**config.mk**
```make
export PLATFORM = sky130hd
export DESIGN_NAME = trdb_packet_slicer
export DESIGN_NICKNAME = d
export VERILOG_FILES = /design/src/rtl/trdb_pkg.sv /design/src/rtl/trdb_packet_fifo.sv /design/src/rtl/trdb_packet_slicer.sv
export SDC_FILE = /design/constraint.sdc
export NUM_CORES = 1
export LEC_CHECK = 0
export CORE_UTILIZATION = 59
export DETAILED_ROUTE_END_ITERATION = 10
export HOLD_SLACK_MARGIN = 0.1
export PLACE_DENSITY = 0.81
export SYNTH_ARGS = -nofsm -noshare
export SYNTH_HDL_FRONTEND = slang
export SYNTH_SLANG_ARGS = --single-unit
```
**constraint.sdc**
```tcl
create_clock -name clk_i -period 6.1 [get_ports clk_i]
set_input_delay 0.61 -clock clk_i [delete_from_list [all_inputs] [get_ports clk_i]]
set_output_delay 0.61 -clock clk_i [all_outputs]
set_load 0.005 [all_outputs]
```
**src/rtl/trdb_pkg.sv**
```systemverilog
// Shared types and constants for the trace-debug packet path.
package trdb_pkg;

    localparam int TRDB_PACKET_W = 128;
    localparam int TRDB_SLICE_W  = 32;
    localparam int TRDB_NBEATS_W = $clog2(TRDB_PACKET_W / TRDB_SLICE_W + 1);

    // Queue entry for the default configuration; payload is already tail-masked.
    typedef struct packed {
        logic [TRDB_PACKET_W-1:0] payload;
        logic [TRDB_NBEATS_W-1:0] nbeats;
    } trdb_qentry_t;

    typedef enum logic {
        ST_IDLE = 1'b0,
        ST_SEND = 1'b1
    } trdb_slicer_state_t;

    function automatic int trdb_ceil_div(input int a, input int b);
        return (a + b - 1) / b;
    endfunction

endpackage

```
**src/rtl/trdb_packet_fifo.sv**
```systemverilog
// Synchronous show-ahead FIFO; pointers carry one extra bit to tell full from empty.
module trdb_packet_fifo #(
    parameter int WIDTH = 8,
    parameter int DEPTH = 4
) (
    input  logic                       clk_i,
    input  logic                       rst_i,
    input  logic                       push,
    input  logic [WIDTH-1:0]           wdata,
    input  logic                       pop,
    output logic [WIDTH-1:0]           rdata,
    input  logic                       flush,
    output logic                       full,
    output logic                       empty,
    output logic [$clog2(DEPTH+1)-1:0] level
);

    localparam int AW = $clog2(DEPTH);
    localparam int LW = $clog2(DEPTH + 1);

    logic [WIDTH-1:0] mem [DEPTH];
    logic [AW:0]      wptr_q;
    logic [AW:0]      rptr_q;
    logic             do_push;
    logic             do_pop;

    assign full    = (wptr_q[AW] != rptr_q[AW]) && (wptr_q[AW-1:0] == rptr_q[AW-1:0]);
    assign empty   = (wptr_q == rptr_q);
    assign level   = LW'(wptr_q - rptr_q);
    assign do_push = push && !full;
    assign do_pop  = pop && !empty;
    assign rdata   = mem[rptr_q[AW-1:0]];

    always_ff @(posedge clk_i) begin
        if (rst_i || flush) begin
            wptr_q <= '0;
            rptr_q <= '0;
        end else begin
            if (do_push) wptr_q <= wptr_q + 1'b1;
            if (do_pop)  rptr_q <= rptr_q + 1'b1;
        end
    end

    always_ff @(posedge clk_i) begin
        if (do_push) mem[wptr_q[AW-1:0]] <= wdata;
    end

endmodule

```
**src/rtl/trdb_packet_slicer.sv**
```systemverilog
// Queues variable-length trace packets and serialises each into SLICE_W-wide
// valid/ready beats, LSB first, with a last-beat flag and a saturating drop count.
module trdb_packet_slicer
    import trdb_pkg::*;
#(
    parameter int PACKET_W     = TRDB_PACKET_W,
    parameter int SLICE_W      = TRDB_SLICE_W,
    parameter int DEPTH        = 4,
    parameter int LEN_W        = $clog2(PACKET_W + 1),
    parameter bit DROP_ON_FULL = 1'b0,
    parameter int CNT_W        = 16
) (
    input  logic                       clk_i,
    input  logic                       rst_i,
    input  logic [PACKET_W-1:0]        packet_bits_i,
    input  logic [LEN_W-1:0]           packet_len_i,
    input  logic                       packet_valid_i,
    output logic                       packet_ready_o,
    output logic [SLICE_W-1:0]         slice_o,
    output logic                       slice_valid_o,
    input  logic                       slice_ready_i,
    output logic                       slice_last_o,
    input  logic                       flush_i,
    output logic [$clog2(DEPTH+1)-1:0] fifo_level_o,
    output logic [CNT_W-1:0]           drop_cnt_o,
    output logic                       busy_o
);

    localparam int NBEATS = trdb_ceil_div(PACKET_W, SLICE_W);
    localparam int NB_W   = $clog2(NBEATS + 1);

    typedef struct packed {
        logic [PACKET_W-1:0] payload;
        logic [NB_W-1:0]     nbeats;
    } qentry_t;

    qentry_t             in_entry;
    qentry_t             head_entry;
    logic [LEN_W-1:0]    len_eff;
    logic [LEN_W:0]      len_round;
    logic [PACKET_W-1:0] len_mask;
    logic                len_zero;
    logic                accept;
    logic                fifo_push;
    logic                fifo_pop;
    logic                fifo_full;
    logic                fifo_empty;
    logic                drop_evt;

    trdb_slicer_state_t  state_q, state_d;
    logic [PACKET_W-1:0] shift_q, shift_d;
    logic [NB_W-1:0]     beat_q, beat_d;
    logic [NB_W-1:0]     nbeats_q, nbeats_d;
    logic [CNT_W-1:0]    drop_cnt_q;
    logic                is_last;

    // Clamp the length, round up to whole beats and zero everything above L at push time.
    assign len_eff   = (packet_len_i > LEN_W'(PACKET_W)) ? LEN_W'(PACKET_W) : packet_len_i;
    assign len_round = {1'b0, len_eff} + (LEN_W + 1)'(SLICE_W - 1);
    assign len_mask  = ~({PACKET_W{1'b1}} << len_eff);
    assign len_zero  = (len_eff == '0);

    assign in_entry.payload = packet_bits_i & len_mask;
    assign in_entry.nbeats  = NB_W'(len_round / (LEN_W + 1)'(SLICE_W));

    // Full is judged on the start-of-cycle level, so a same-cycle pop never frees a slot.
    assign packet_ready_o = !rst_i && (DROP_ON_FULL || !fifo_full);
    assign accept         = packet_valid_i && packet_ready_o;
    assign fifo_push      = accept && !flush_i && !len_zero && !fifo_full;
    assign drop_evt       = accept && !flush_i && (len_zero || fifo_full);

    trdb_packet_fifo #(
        .WIDTH ($bits(qentry_t)),
        .DEPTH (DEPTH)
    ) u_fifo (
        .clk_i (clk_i),
        .rst_i (rst_i),
        .push  (fifo_push),
        .wdata (in_entry),
        .pop   (fifo_pop),
        .rdata (head_entry),
        .flush (flush_i),
        .full  (fifo_full),
        .empty (fifo_empty),
        .level (fifo_level_o)
    );

    assign is_last = (state_q == ST_SEND) && (beat_q == nbeats_q - NB_W'(1));

    always_comb begin
        state_d  = state_q;
        shift_d  = shift_q;
        beat_d   = beat_q;
        nbeats_d = nbeats_q;
        fifo_pop = 1'b0;
        case (state_q)
            ST_IDLE: begin
                if (!fifo_empty) begin
                    fifo_pop = 1'b1;
                    shift_d  = head_entry.payload;
                    nbeats_d = head_entry.nbeats;
                    beat_d   = '0;
                    state_d  = ST_SEND;
                end
            end
            ST_SEND: begin
                if (slice_ready_i) begin
                    if (is_last) begin
                        // Back-to-back: the next packet loads on the last beat's handshake.
                        if (!fifo_empty) begin
                            fifo_pop = 1'b1;
                            shift_d  = head_entry.payload;
                            nbeats_d = head_entry.nbeats;
                            beat_d   = '0;
                        end else begin
                            shift_d = '0;
                            beat_d  = '0;
                            state_d = ST_IDLE;
                        end
                    end else begin
                        shift_d = shift_q >> SLICE_W;
                        beat_d  = beat_q + NB_W'(1);
                    end
                end
            end
            default: state_d = ST_IDLE;
        endcase
    end

    always_ff @(posedge clk_i) begin
        if (rst_i) begin
            state_q  <= ST_IDLE;
            shift_q  <= '0;
            beat_q   <= '0;
            nbeats_q <= '0;
        end else begin
            state_q  <= state_d;
            shift_q  <= shift_d;
            beat_q   <= beat_d;
            nbeats_q <= nbeats_d;
        end
    end

    always_ff @(posedge clk_i) begin
        if (rst_i) begin
            drop_cnt_q <= '0;
        end else if (drop_evt && (drop_cnt_q != {CNT_W{1'b1}})) begin
            drop_cnt_q <= drop_cnt_q + CNT_W'(1);
        end
    end

    assign slice_o       = shift_q[SLICE_W-1:0];
    assign slice_valid_o = (state_q == ST_SEND);
    assign slice_last_o  = is_last;
    assign drop_cnt_o    = drop_cnt_q;
    assign busy_o        = (state_q == ST_SEND) || !fifo_empty;

endmodule

```
Word level (Yosys, flattened, before mapping)
Memory sizes are Yosys's and may differ from the RTL's. A register that Yosys moved wholly into a read port is not among the register bits.
Index checks and enable logic that the tools add are counted.
{"block": "totals", "ff_bits": 157, "ramBits": 524, "in_bits": 141, "mem_count": 1}
{"memory": "u_fifo.mem", "depth": 4, "word_bits": 131, "rd": 1, "rd_ports_with_merged_regs": 1, "wr": 1, "line_no": "trdb_packet_fifo.sv:21", "source": "logic [WIDTH-1:0] mem [DEPTH];"}
{"block": "op_classes", "addsub": 7, "magnitude_cmp": 1, "eq_ne": 8, "shift": 1, "mux": 25, "n_bitwise": 3, "reduce_logical": 22}
{"op": "$mux 128", "n": 4}
{"op": "$pmux 128 s2", "n": 1}
{"op": "$and 128x128->128", "n": 1}
{"op": "$not 128->128", "n": 1}
{"op": "$shl 128x8->128 const A", "n": 1}
{"op": "$mux 3", "n": 6}
{"op": "$add 16x1->16 const B", "n": 1}
{"op": "$ne 16x16->1 const B", "n": 1}
{"op": "$pmux 3 s2", "n": 2}
{"op": "$logic_and 1x1->1", "n": 11}
{"op": "$add 3x1->3 const B", "n": 3}
{"op": "$add 8x5->8 const B", "n": 1}
{"op": "$gt 8x8->1 const B", "n": 1}
{"op": "$logic_not 8->1", "n": 1}
{"op": "$mux 8", "n": 1}
{"op": "$mux 1", "n": 7}
{"op": "$eq 3x3->1", "n": 2}
{"op": "$ne 2x2->1 const B", "n": 3}
{"op": "$logic_not 1->1", "n": 5}
{"op": "$mux 2", "n": 2}
{"op": "$pmux 1 s2", "n": 2}
{"op": "$reduce_and 2->1", "n": 2}
{"op": "$logic_or 1x1->1", "n": 3}
{"op": "$sub 3x1->3 const B", "n": 1}
{"op": "4 further kinds", "n": 4}

Logic depth before layout (Yosys ltp)
Gate-level depths: netlist of the first run.
{"block": "depth", "word_depth": 11, "mapped_depth": 9, "depth_no_buf": 6}

By module
From an unflattened synthesis of the first run, not the netlist that was laid out.
{"block": "hier_totals", "hier_cells": 1660, "area_unflattened_um2": 27516.4}
{"mod": "trdb_packet_fifo", "instances": 1, "cells_each": 745, "area_per_inst_um2": 19474.9}
{"mod": "trdb_packet_slicer", "instances": 1, "cells_each": 915, "area_per_inst_um2": 8041.5}

Worst setup path before layout of the first run
OpenSTA, ideal clock, no wires.
{"block": "synth_path", "path_type": "input to register", "start": "input port rst_i", "end": "memory u_fifo.mem[3][0] (netlist bit), enable pin", "setup_ns": 0.508, "arrival_time_ns": 4.353, "required_time_ns": 5.592, "slack_ns": 1.239, "path_stages": 4, "path_buffers": 1, "path_cell_list": "buf_2 > nor3b_2 > o21a_1 > and3_1"}
{"block": "synth_between", "elab_chain_cells": 9}
{"element": "start, declared", "line_no": "trdb_packet_slicer.sv:14", "source": "input logic rst_i,"}
{"element": "$logic_not 1->1", "line_no": "trdb_packet_slicer.sv:67", "source": "assign packet_ready_o = !rst_i && (DROP_ON_FULL || !fifo_full);"}
{"element": "$logic_and 1x1->1", "line_no": "trdb_packet_slicer.sv:67"}
{"element": "$logic_and 1x1->1", "line_no": "trdb_packet_slicer.sv:68", "source": "assign accept = packet_valid_i && packet_ready_o;"}
{"element": "$logic_and 1x1->1 (3 in series)", "line_no": "trdb_packet_slicer.sv:69", "source": "assign fifo_push = accept && !flush_i && !len_zero && !fifo_full;"}
{"element": "$logic_and 1x1->1", "line_no": "trdb_packet_fifo.sv:30", "source": "assign do_push = push && !full;"}
{"element": "$mux 1", "line_no": "trdb_packet_fifo.sv:45", "source": "if (do_push) mem[wptr_q[AW-1:0]] <= wdata;"}
{"element": "$mux 1 (not written as such)", "line_no": "trdb_packet_fifo.sv:45"}
{"element": "end, declared", "line_no": "trdb_packet_fifo.sv:21"}
Every way passes these cells.

Worst setup path after layout of the first run
{"block": "layout_path", "start": "register u_fifo.wptr_q[0]", "end": "output port busy_o"}
{"block": "layout_between", "elab_chain_cells": 3}
{"element": "start, declared", "line_no": "trdb_packet_fifo.sv:22", "source": "logic [AW:0] wptr_q;"}
{"element": "start signal, assigned", "line_no": "trdb_packet_fifo.sv:39", "source": "if (do_push) wptr_q <= wptr_q + 1'b1;"}
{"element": "$eq 3x3->1", "line_no": "trdb_packet_fifo.sv:28", "source": "assign empty = (wptr_q == rptr_q);"}
{"element": "$logic_not 1->1", "line_no": "trdb_packet_slicer.sv:156", "source": "assign busy_o = (state_q == ST_SEND) || !fifo_empty;"}
{"element": "$logic_or 1x1->1", "line_no": "trdb_packet_slicer.sv:156"}
{"element": "end, declared", "line_no": "trdb_packet_slicer.sv:26", "source": "output logic busy_o"}
Every way passes these cells.

==> results of run 1 <==
final cells by class:
cell class / instances / area (um^2)
flip-flops and latches: 683 / 18900
fillers: 2820 / 13700
multi-input cells: 821 / 7580
repair buffers: 227 / 2230
clock buffers: 98 / 1920
well taps: 600 / 751
clock inverters: 27 / 221
inverters: 14 / 52.6
diodes: 2 / 5.00
power groups by stage:
stage	registers [mW]	clock network (mW)	logic (mW)
2_1_floorplan	5.20	0	0.284
3_3_place_gp	5.21	0	0.511
3_5_place_dp	5.21	0	0.527
4_1_cts	5.12	4.04	0.532
5_1_grt	5.12	4.21	0.568
6_report	5.12	4.01	0.543
registers in the layout, indices dropped and copies added, names as in the netlist, named ones only:
register       flops
u_fifo.rptr_q      3
nbeats_q           3
u_fifo.mem       524
slice_valid_o      1
u_fifo.wptr_q      3
shift_q          128
drop_cnt_o        16
beat_q             3
cells in the final DEF (no fill, tap or decap), types with 10 or more instances in the layout:
cell type / instances
a21boi_0: 19
a21oi_1: 109
a221o_1: 64
a22o_1: 32
a22oi_1: 33
and2_1: 78
and3_1: 11
buf_4: 28
clkbuf_1: 22
clkbuf_16: 70
clkdlybuf4s50_1: 193
dfxtp_1: 157
edfxtp_1: 524
ha_1: 10
inv_1: 14
mux4_2: 131
nand2_1: 79
nand3_1: 48
nor2_1: 29
o21a_1: 17
o21ai_0: 30
o31ai_1: 15
or4_1: 14
per-layer routing:
layer  vias up  GRT usage, %
met2      1222          47.1
met4         6          14.7
met1      8429          41.9
met3       190          7.59
met5         -             0
li1       6942             -
path summary, 6_finish.rpt:
| path | start | endpoint | slack (ps) |
|---|---|---|---|
| worst max-delay path | u_fifo.wptr_q[0] | busy_o | 2370 |
| worst min-delay path | shift_q[111] | shift_q[111] | 480 |
| worst max register to register | u_fifo.wptr_q[0] | shift_q[75] | 2400 |
| worst min register to register | shift_q[111] | shift_q[111] | 480 |
kinds of logic after synthesis:
logic type,count (synthesis),synth area share (%)
xor+xnor,9,0.400
mux,133,10.9
compound gates,356,9.65
flops,683,69.5
fa+ha+maj,11,0.534
simple gates,312,6.17
buf+inv,159,2.79
stage by stage:
| step | hold slack [ps] | worst slack (ps) | power [mW] |
|---|---|---|---|
| after CTS | 476 | 2420 | 9.69 |
| after detailed placement | 461 | 2140 | 5.74 |
| after global routing | 493 | 2270 | 9.90 |
| after global placement | 453 | 2180 | 5.72 |
| after floorplan | 434 | 1240 | 5.48 |
| final | 477 | 2370 | 9.67 |
==> results_dict.tcl, run 1 <==
set metrics [dict create \
    cts_tree "yes" \
    p_seq_share_pct 52.9 \
    wl_per_cell_um 28.9 \
    drv_slew 0 \
    cts_resized 0 \
    avgSynthCellArea_um2 16.4 \
    core_area_um2 45400 \
    crit_chain "inv_1 > ha_1 > nand2_1 > nor2_1 > nand2_1 > clkdlybuf4s50_1" \
    finalInstanceArea_um2 31700 \
    vias_per_cell 6.79 \
    outcome "finished, final reports clean" \
    pwr-share-clk_pct 41.5 \
    h-tree-depth 3 \
    fin_crit_ps 3730 \
    fp-row-count 78 \
    ant_nets 0 \
    synthTopCellsByArea "edfxtp_1, dfxtp_1, mux4_2, a221o_1, a21oi_1" \
    yosys_warnings 0 \
    crit_fanout 11 \
    wl_met1_um 25900 \
    cp.required_ps 5490 \
    drc 0 \
    clock_latency_ps 600 \
    start_util_pct 59.9 \
    drt_iter0_markers 2277 \
    clkTransAtPathRegs_ps 60 \
    placed_cells 2345 \
    peakVddDrop_mv 0.186 \
    cts_sinks 683 \
    hp-class "reg2reg" \
    die_x_um 217 \
    grt_pass1_wl_um 106000 \
    swShare_pct 21.6 \
    cts_buffer_depth 3 \
    dp_hpwl_um 43900 \
    fin_setup_tns_ps 0 \
    ys_seq_area_share_pct 69.5 \
    overflow 0 \
    worstHoldPathCells 1 \
    grt_pass1_vias 16700 \
    end_kind "output pin" \
    dpl_cell_area_um2 29500 \
    grt_max_degree 87 \
    dieArea_um2 47000 \
    cap_violations 0 \
    final_cell_count_no_fill 2472 \
    start_kind "flop" \
    p_sw_mw 2.09 \
    worst-path-buf-inv 2 \
    yosys-top-cells-count "edfxtp_1, dfxtp_1, mux4_2, a21oi_1, clkbuf_1" \
    synth_edf_count 524 \
    worst_clock_skew_ps 25.3 \
    postLayoutCoreUtil_pct 69.8 \
    top_layer_used "met5" \
    rsz0062_at_grt "false" \
    synth_top_area_share_pct 57.8 \
    io_buffer_count 195 \
    syn-num-nets 1815 \
    antenna_found_initial 6 \
    syn_inst 1663 \
    die_y_um 217 \
    yosysMostFrequentCell "edfxtp_1" \
    clock.fmax_mhz 268 \
    root_buffer "clkbuf_16" \
    worst_slew_margin_rel_pct 18.3 \
    critical-path-max-stage-delay_ps 650 \
    ys_async_sr_fraction_pct 0 \
    cts_post_setup_buffers_inserted 0 \
    period_share_pct 61.1 \
    arrival_ps 3120 \
    route.met3.wl_um 8810 \
    ys_ff_latch 683 \
    synth_cell_types 61 \
    p_leak_nw 10.3 \
    synth_area_um2 27200 \
    numCtsBuffers 68 \
    place.gp.congestion 0.882 \
    grt_usage_pct 30.8 \
    synth_top_cell_by_area "edfxtp_1" \
    crit_family "simple AND/OR/NAND/NOR gates" \
    worst-path-stages 6 \
    dr_wl_met2_um 33600 \
    critical_path_class "reg2out" \
    ctsHoldBuffers 0 \
    crit_path_frequent_cell "nand2_1" \
    r2r_cells 8 \
    nets 1967 \
    crit_slowest_cell "nor2_1" \
    p_per_area_nw_per_um2 305 \
    tightestPinTransition_ps 1230 \
    ios 196 \
    synth_ff_type "edfxtp_1" \
    hold_viol_final 0 \
    drtPass1Iterations 7 \
    num_vias 16800 \
    combinationalPowerShare_pct 5.6 \
    drive_above_1_share_pct 15.2 \
    cellInternalPower_mw 7.58 \
    setup_viol 0 \
    area_delta_synth_final_pct 16.5 \
    routed_wl_um 71500 \
]
Power figures use the tool's default switching activity.
==> inputs of run 2 (changes only) <==
Clock period 6.1 ns to 3.8 ns, I/O delays scaled along.
==> run 2 against run 1 <==
  * Worst setup slack lost 1900 ps
  * Clock skew down 2.4 ps
  * Core utilization grew 0.71 points
==> results_dict.tcl, run 2 (synthesis results as in run 1) <==
set metrics [dict create \
    drive_above_1_share_pct 15.7 \
    clock.fmax_mhz 304 \
    clock_latency_ps 590 \
    ant_nets 0 \
    cts_tree "yes" \
    drc 0 \
    dp_hpwl_um 45200 \
    rsz0062_at_grt "false" \
    overflow 0 \
    grt_max_degree 83 \
    top_usage_layer "met2" \
    worst_slew_margin_rel_pct 35.1 \
    grt_usage_pct 31.8 \
    placed_cells 2362 \
    place.gp.congestion 0.881 \
    final_common_cell "edfxtp_1" \
    hp-class "in2reg" \
    hold_viol_final 0 \
    cts_buffer_depth 3 \
    arrival_ps 2910 \
    tightestPinTransition_ps 973 \
    final_cell_count_no_fill 2486 \
    start_kind "flop" \
    met3_usage_pct 9.09 \
    root_buffer "clkbuf_16" \
    core_area_um2 45400 \
    cts_resized 0 \
    num_vias 17100 \
    nets 1983 \
    clkTransAtPathRegs_ps 60 \
    cts_post_setup_buffers_inserted 0 \
    antenna_found_initial 3 \
    period_share_pct 86.7 \
    grt_pass1_wl_um 109000 \
    wl_per_cell_um 29.5 \
    die_x_um 217 \
    ctsHoldBuffers 0 \
    dieArea_um2 47000 \
    peakVddDrop_mv 0.252 \
    p_per_area_nw_per_um2 493 \
    setup_viol 0 \
    total_power_mw 15.8 \
    grtUsageMet2_pct 47.8 \
    outcome "finished, final reports clean" \
    ios 196 \
    grt_use_met1_pct 44.1 \
    drtPass1Iterations 6 \
    mostFrequentLayoutCells "edfxtp_1, clkdlybuf4s50_1, dfxtp_1" \
    fin_setup_tns_ps 0 \
    h-tree-depth 3 \
    drv_slew 0 \
    largest_register_ffs 524 \
    area_delta_synth_final_pct 17.7 \
    io_buffer_count 195 \
    numCtsBuffers 67 \
    routed_wl_um 73300 \
    vias_per_cell 6.86 \
    cp.required_ps 3420 \
    grt_pass1_vias 16500 \
    p_leak_nw 10.5 \
    fp-row-count 78 \
    postLayoutCoreUtil_pct 70.5 \
    die_y_um 217 \
    critical_path_class "reg2out" \
    cts_sinks 683 \
    drt_iter0_markers 2452 \
    crit_fanout 11 \
    end_kind "output pin" \
    fin_crit_ps 3290 \
    start_util_pct 59.9 \
    cap_violations 0 \
    worst_clock_skew_ps 22.8 \
]
[run 2: cell count changes in the layout (fill, tap and decap cells not counted), sizes merged]
cell	delta
clkinvlp	-2
buf	+17
clkbuf	+10
inv	-4
diode	+1
clkinv	-10
bufinv	+2
[run 2: cell type report]
cell class / instances / area, um^2
diodes: 3 / 7.51
well taps: 600 / 751
repair buffers: 244 / 2470
clock inverters: 13 / 171
fillers: 2753 / 13400
clock buffers: 108 / 2040
multi-input cells: 821 / 7590
flip-flops and latches: 683 / 18900
inverters: 14 / 52.6
[run 2: worst paths after layout]
path               startpoint          endpoint  slack [ps]  depth (start not counted)
min reg2reg      shift_q[120]      shift_q[120]         470                          1
min                     rst_i  u_fifo.wptr_q[1]         300                          5
max reg2reg  u_fifo.wptr_q[0]  u_fifo.mem[1][7]         880                          6
max          u_fifo.wptr_q[0]            busy_o         510                          6
[run 2: per-stage QoR]
stage | hold WS (ps) | area [um^2] | worst slack, ps
final | 303 | 32000 | 506
after global routing | 369 | 32000 | 350
after CTS | 288 | 32000 | 536
after detailed placement | 452 | 29800 | 674
after global placement | 453 | 29800 | 702
after floorplan | 434 | 27200 | 549
[run 2: critical path, stage by stage (launching register included)]
cell	delay [ps]
dfxtp_1	380
inv_1	110
ha_1	350
nand2_1	180
nor2_1	710
nand2_1	120
clkdlybuf4s50_1	480
[run 2: power breakdown]
part	internal, mW	leakage [nW]	total, mW	switching, mW
sequential	8.16	6.09	8.21	0.0580
combinational	0.363	3.32	0.915	0.552
clock	3.95	1.07	6.65	2.70
total	12.5	10.5	15.8	3.31
[run 2: metal layers]
layer / share of wire (%) / vias up
met5: 0 / -
met4: 3.8 / 0
met3: 14 / 178
met2: 46 / 1348
met1: 37 / 8562
li1: - / 6971
==> inputs of run 3 (changes only) <==
Settings changed: SLEW_MARGIN from default to 30.
==> run 3 against run 2 <==
  * Register-to-register slack barely moved
  * Global-route usage fell by 0.075 points
  * Routed wire length fell by 0.35%
  * Fmax rose by 0.28%
  * Worst hold slack got worse by 8.6 ps
  * Flip-flop and latch count did not move
  * Cell count fell by 0.12%
  * First-iteration DRC count rose by 8.2%
==> results_dict.tcl, run 3 (synthesis results as in run 1) <==
set metrics [dict create \
    start_kind "flop" \
    cts_resized 0 \
    cts_tree "yes" \
    multi_input_area_um2 7590 \
    routed_wl_um 73100 \
    crit_fanout 11 \
    nets 1982 \
    p_per_area_nw_per_um2 490 \
    drive_above_1_share_pct 15.9 \
    arrival_ps 2910 \
    cap_violations 0 \
    fin_crit_ps 3290 \
    h-tree-depth 3 \
    seq_area_um2 18900 \
    dp_hpwl_um 45300 \
    area_delta_synth_final_pct 17.4 \
    cp.required_ps 3420 \
    mostFrequentLayoutCells "edfxtp_1, clkdlybuf4s50_1, dfxtp_1" \
    dieArea_um2 47000 \
    critical_path_class "reg2out" \
    start_util_pct 59.9 \
    wl_per_cell_um 29.4 \
    hp-class "in2reg" \
    rsz0062_at_grt "false" \
    fp-row-count 78 \
    drt_iter0_markers 2652 \
    setup_viol 0 \
    clock_latency_ps 600 \
    setup_ws_ps 515 \
    ctsHoldBuffers 0 \
    cts_sinks 683 \
    hold_viol_final 0 \
    grt_pass1_vias 16500 \
    grt_max_degree 83 \
    root_buffer "clkbuf_16" \
    period_share_pct 86.5 \
    antenna_found_initial 4 \
    worst_clock_skew_ps 16.4 \
    tightestPinTransition_ps 926 \
    io_buffer_count 195 \
    grt_pass1_wl_um 108000 \
    die_x_um 217 \
    drc 0 \
    vias_per_cell 6.83 \
    grt_usage_pct 31.7 \
    place.gp.congestion 0.881 \
    core_area_um2 45400 \
    ant_nets 0 \
    fill_cells 2743 \
    fin_setup_tns_ps 0 \
    end_kind "output pin" \
    drtPass1Iterations 6 \
    outcome "finished, final reports clean" \
    cts_buffer_depth 3 \
    drv_slew 0 \
    largest_register_ffs 524 \
    p_leak_nw 10.5 \
    cts_post_setup_buffers_inserted 0 \
    final_common_cell "edfxtp_1" \
    die_y_um 217 \
    numCtsBuffers 66 \
    worst_slew_margin_rel_pct 38.3 \
    clkTransAtPathRegs_ps 60 \
    ios 196 \
    overflow 0 \
    peakVddDrop_mv 0.326 \
    num_vias 16900 \
    clock.fmax_mhz 304 \
    pre_cts_ws_ps 689 \
]
==> run 3: cell count changes in the layout (fill, tap and decap cells not counted), sizes merged <==
cell	before	now
inv	14	17
diode	3	1
clkinv	7	19
bufinv	4	3
clkinvlp	2	1
clkbuf	108	94
==> run 3: metal layers <==
metal | GRT usage, % | up-vias | wire [um]
li1 | - | 6956 | -
met3 | 9.49 | 203 | 9830
met4 | 13.8 | 4 | 3170
met1 | 43.9 | 8483 | 26800
met2 | 47.0 | 1301 | 33300
met5 | 0 | - | 21
==> run 3: final cells by class <==
class                           count  share of cell area [%]
Antenna cell                        1                 0.00784
Clock buffer                       94                    6.05
Clock inverter                     26                   0.666
Inverter                           14                   0.165
Multi-Input combinational cell    821                    23.8
Sequential cell                   683                    59.3
Tap cell                          600                    2.35
Timing Repair Buffer              244                    7.74
==> run 3: report_power, final <==
| part | total [mW] | internal (mW) | switching (mW) |
|---|---|---|---|
| clock network | 6.51 | 3.76 | 2.75 |
| logic | 0.913 | 0.363 | 0.550 |
| registers | 8.21 | 8.15 | 0.0586 |
==> run 3: final timing paths <==
path	start	to	slack (ps)	cells past startpoint
max	u_fifo.wptr_q[0]	busy_o	510	6
min	rst_i	u_fifo.wptr_q[1]	290	5
max reg2reg	u_fifo.wptr_q[0]	u_fifo.mem[1][6]	880	6
min reg2reg	shift_q[113]	shift_q[113]	470	1
==> run 3: worst max-delay path, stage by stage (launching register included) <==
cell and delay, ps:
dfxtp_1 390, inv_1 110, ha_1 350, nand2_1 180
nor2_1 690, nand2_1 110, clkdlybuf4s50_1 470
==> run 3: through the flow <==
step	utilization [%]	cells	power, mW	cell area, um^2	hold slack [ps]
floorplan	-	1663	8.80	27200	434
global placement	65.6	2362	9.23	29800	453
detailed placement	65.6	2362	9.26	29800	452
CTS	70.4	2482	15.7	31900	273
global route	70.4	2482	16.0	31900	357
finish	70.4	2483	15.6	31900	295
